==> config.mk <==
export PLATFORM = sky130hd
export DESIGN_NAME = dig_capture
export DESIGN_NICKNAME = d
export VERILOG_FILES = /design/src/rtl/dig_capture.sv
export SDC_FILE = /design/constraint.sdc
export NUM_CORES = 1
export LEC_CHECK = 0
export CORE_MARGIN = 2
export CORE_UTILIZATION = 35
export CTS_CLUSTER_DIAMETER = 200
export DETAILED_ROUTE_END_ITERATION = 12
export GPL_ROUTABILITY_DRIVEN = 0
export PLACE_DENSITY = 0.53
export SYNTH_ARGS = -nofsm -noshare
export SYNTH_HDL_FRONTEND = slang
export SYNTH_SLANG_ARGS = --single-unit
==> constraint.sdc <==
create_clock -name clk -period 2.3 [get_ports clk]
set_clock_uncertainty 0.05 [all_clocks]
set_input_delay 0.23 -clock clk [delete_from_list [all_inputs] [get_ports clk]]
set_output_delay 0.23 -clock clk [all_outputs]
set_load 0.005 [all_outputs]
==> src/rtl/dig_capture.sv <==
// rtl/dig_capture.sv - single-slope conversion capture: timed discharge, then count until the comparator trips
module dig_capture #(
    parameter int WIDTH            = 8,
    parameter int DISCHARGE_CYCLES = 16,
    parameter int SYNC_STAGES      = 2
) (
    input  logic             clk,
    input  logic             reset,
    input  logic             start,
    input  logic             cmp,
    input  logic             ready,
    output logic             discharge,
    output logic             busy,
    output logic             valid,
    output logic [WIDTH-1:0] data,
    output logic             overflow
);
    localparam logic [1:0] IDLE  = 2'd0;
    localparam logic [1:0] DISCH = 2'd1;
    localparam logic [1:0] COUNT = 2'd2;
    localparam logic [1:0] DONE  = 2'd3;

    localparam logic [WIDTH-1:0] FULL     = {WIDTH{1'b1}};
    localparam logic [WIDTH-1:0] DIS_LAST = WIDTH'(DISCHARGE_CYCLES - 1);

    logic                   rst_q;
    logic [1:0]             state;
    logic [WIDTH-1:0]       counter;
    logic [SYNC_STAGES-1:0] sync;
    logic                   cmp_s;

    assign cmp_s = sync[SYNC_STAGES-1];

    always_ff @(posedge clk) begin
        rst_q <= reset;
    end

    // Every output below is decoded from registered state, so inputs never reach outputs combinationally.
    always_ff @(posedge clk) begin
        if (rst_q) begin
            state    <= IDLE;
            counter  <= '0;
            sync     <= '0;
            data     <= '0;
            overflow <= 1'b0;
        end else begin
            sync <= {sync[SYNC_STAGES-2:0], cmp};
            case (state)
                IDLE: begin
                    if (start) begin
                        state    <= DISCH;
                        counter  <= '0;
                        overflow <= 1'b0;
                    end
                end
                DISCH: begin
                    if (counter == DIS_LAST) begin
                        state   <= COUNT;
                        counter <= '0;
                    end else begin
                        counter <= counter + 1'b1;
                    end
                end
                COUNT: begin
                    // The comparator wins over saturation when both happen on the last count.
                    if (cmp_s) begin
                        data  <= counter;
                        state <= DONE;
                    end else if (counter == FULL) begin
                        data     <= FULL;
                        overflow <= 1'b1;
                        state    <= DONE;
                    end else begin
                        counter <= counter + 1'b1;
                    end
                end
                DONE: begin
                    if (ready) begin
                        state <= IDLE;
                    end
                end
                default: state <= IDLE;
            endcase
        end
    end

    assign discharge = (state == DISCH);
    assign busy      = (state != IDLE);
    assign valid     = (state == DONE);
endmodule

==> impl_metrics.toml <==
[run_status]
status = "complete, no violations"

[synthesis]
syn-mean-instance-area_um2 = 10.1
yosysSeqAreaShare_pct = 35.2
syn_inst = 124
synthArstFlopShare_pct = 0
synth_edf_count = 0
yosysTopAreaCell = "dfxtp_1"
synth_seq_cells = 22
yosysTopAreaCellShare_pct = 35.2
syn_area_um2 = 1250
ys_types = 41
ys_warn_count = 0
yosys-top-cells-area = "dfxtp_1, o221a_2, ha_1"
syn-num-nets = 136
synth_ff_type = "dfxtp_1"

[detailed_routing]
first_iter_violations = 65
vias = 1052
drt-total-wl_um = 2970
drt-vias-per-instance = 5.66
ant_nets = 0
first_pass_iters = 4
drc = 0
wl_per_cell_um = 16.0

[placement]
place_area_um2 = 1410
numPortBuffers = 16
dp_hpwl_um = 2170
dp.cells = 182

[final_layout]
num-fill-cells = 341
final_cells = 186
num-nets-final = 153
design_area_um2 = 1450
multi_input_area_um2 = 694
antenna_cells = 0
drive_gt1_share_pct = 22.1
regArea_um2 = 440
syn_to_final_growth_pct = 16.2

[power_and_ir_drop]
p_leak_nw = 0.536
ir_drop_mv = 0.527
power.density_nw_per_um2 = 832
design_power_total_mw = 1.21

[grt]
grt_usage_pct = 15.6
grt_pass1_vias = 987
globalRouteOverflowTotal = 0
grt_max_degree = 13
antenna_found_initial = 0
grt_pass1_wl_um = 4910

[sta]
max_freq_ghz = 0.462
drv_slew = 0
timing_hold_violations_final = 0
period_share_pct = 94.2
maxSlewHeadroom_pct = 64.4
worst_pin_slew_ps = 534
period_needed_ps = 2170
finalSetupViolCount = 0
setup_tns_ps = 0
grt_setup_unrepaired = "false"

[clock_network]
cts_buffers = 3
clock_sinks = 22
cts_buffer_depth = 2
htree_num_levels = 1
clkSlewWorstSetupHoldPaths_ps = 130
insertion_delay_ps = 310
cts_hold_buffers = 0
cts_tree = "built"
root_buffer = "clkbuf_4"

[setup_path]
cp-start-kind = "flip-flop"
end_kind = "flip-flop"
critPathKind = "flip-flop to flip-flop"
r2r-start = "state[0]"
cp_max_fo = 12
r2r_cells = 6
crit_required_ps = 2470
r2r_setup_slack_ps = 130
rr_endpoint = "counter[7]"
critical_path_arrival_ps = 2330

[floorplanning]
rows = 21
start_util_pct = 36.9
die_x_um = 63.8
ioPinCount = 17
core_region_area_um2 = 3390
die_h_um = 63.8
dieArea_um2 = 4070

[worst_hold_path]
hold_path_depth = 1
hold_class = "input port to flip-flop"
min_to = "rst_q"
hold_start = "reset"

[flow_run]
drv_cap = 0
-- per-stage QoR --
stage,hold slack [ps],util [%],setup slack (ps)
after floorplan,208,-,415
after global placement,371,41.6,290
after detailed placement,376,41.6,140
after CTS,286,42.7,96.0
after global routing,274,42.9,31.4
final,296,42.9,134
-- per-layer routing --
layer	vias up	track usage, %	part of all wire [%]
met3	4	4.23	6.8
met2	43	23.9	46
li1	515	-	-
met5	-	0	0
met4	0	5.98	1.5
met1	490	21.0	45
-- timing repair --
action / in CTS / in global routing
resized for setup: 0 / 1
endpoints found under the setup margin: 0 / 5
buffers inserted: 0 / 0
-- layout by cell type (no fill, tap or decap), drive strengths merged, types with 3 or more instances in the layout --
cell,instances
a21oi,5
a31oi,4
clkdlybuf4s50,16
a211oi,4
o21ai,6
nand4,5
ha,7
or4,5
o31ai,6
nand2,4
o221a,8
nor2,5
inv,6
nand4b,3
clkbuf,4
dfxtp,22
buf,5
-- layout make-up --
class / count / share of cell area (%)
inverters: 7 / 1.81
well taps: 46 / 3.96
multi-input cells: 86 / 47.8
clock buffers: 4 / 2.50
repair buffers: 21 / 13.6
flip-flops and latches: 22 / 30.3
-- critical path, stage by stage, from the launching register on --
cell and delay (ps):
dfxtp_1 430, inv_1 110, ha_1 340, nand2_4 170, o21ai_2 180, or4_1 540
a211oi_1 270
-- power by group --
part	internal, mW	switching [mW]
registers	0.414	0.0314
logic	0.238	0.311
clock network	0.0967	0.118
-- logic make-up after synthesis --
| kind of cell | share of synthesized area (%) |
|---|---|
| buffers and inverters | 9.61 |
| adders and majority gates | 7.01 |
| AOI/OAI and AO/OA | 26.0 |
| and+or+nand+nor | 22.1 |
| DFF | 35.2 |
-- synthesized netlist by cell type, drive strengths merged (3+ instances only) --
master	count
o31ai	6
o21ai	6
nand4b	3
or4	5
inv	6
o221a	8
a211oi	4
dfxtp	22
nand2	4
buf	8
nor2	5
a31oi	4
ha	7
a21oi	5
nand4	5
-- worst max-delay path by stage --
stage	start	endpoint	slack (ps)	cells past startpoint
after floorplan	state[0]	counter[3]	420	8
after global placement	state[0]	counter[7]	290	6
after detailed placement	state[0]	counter[7]	140	6
after CTS	state[0]	counter[7]	100	6
after global routing	state[0]	counter[7]	30	6
final	state[0]	counter[7]	130	6
-- sequential cells by signal (all words and copies together) (netlist names) --
name / count
counter: 8
rst_q: 1
data: 8
overflow: 1
sync: 2
state: 2
(Power assumes the default switching activity.)
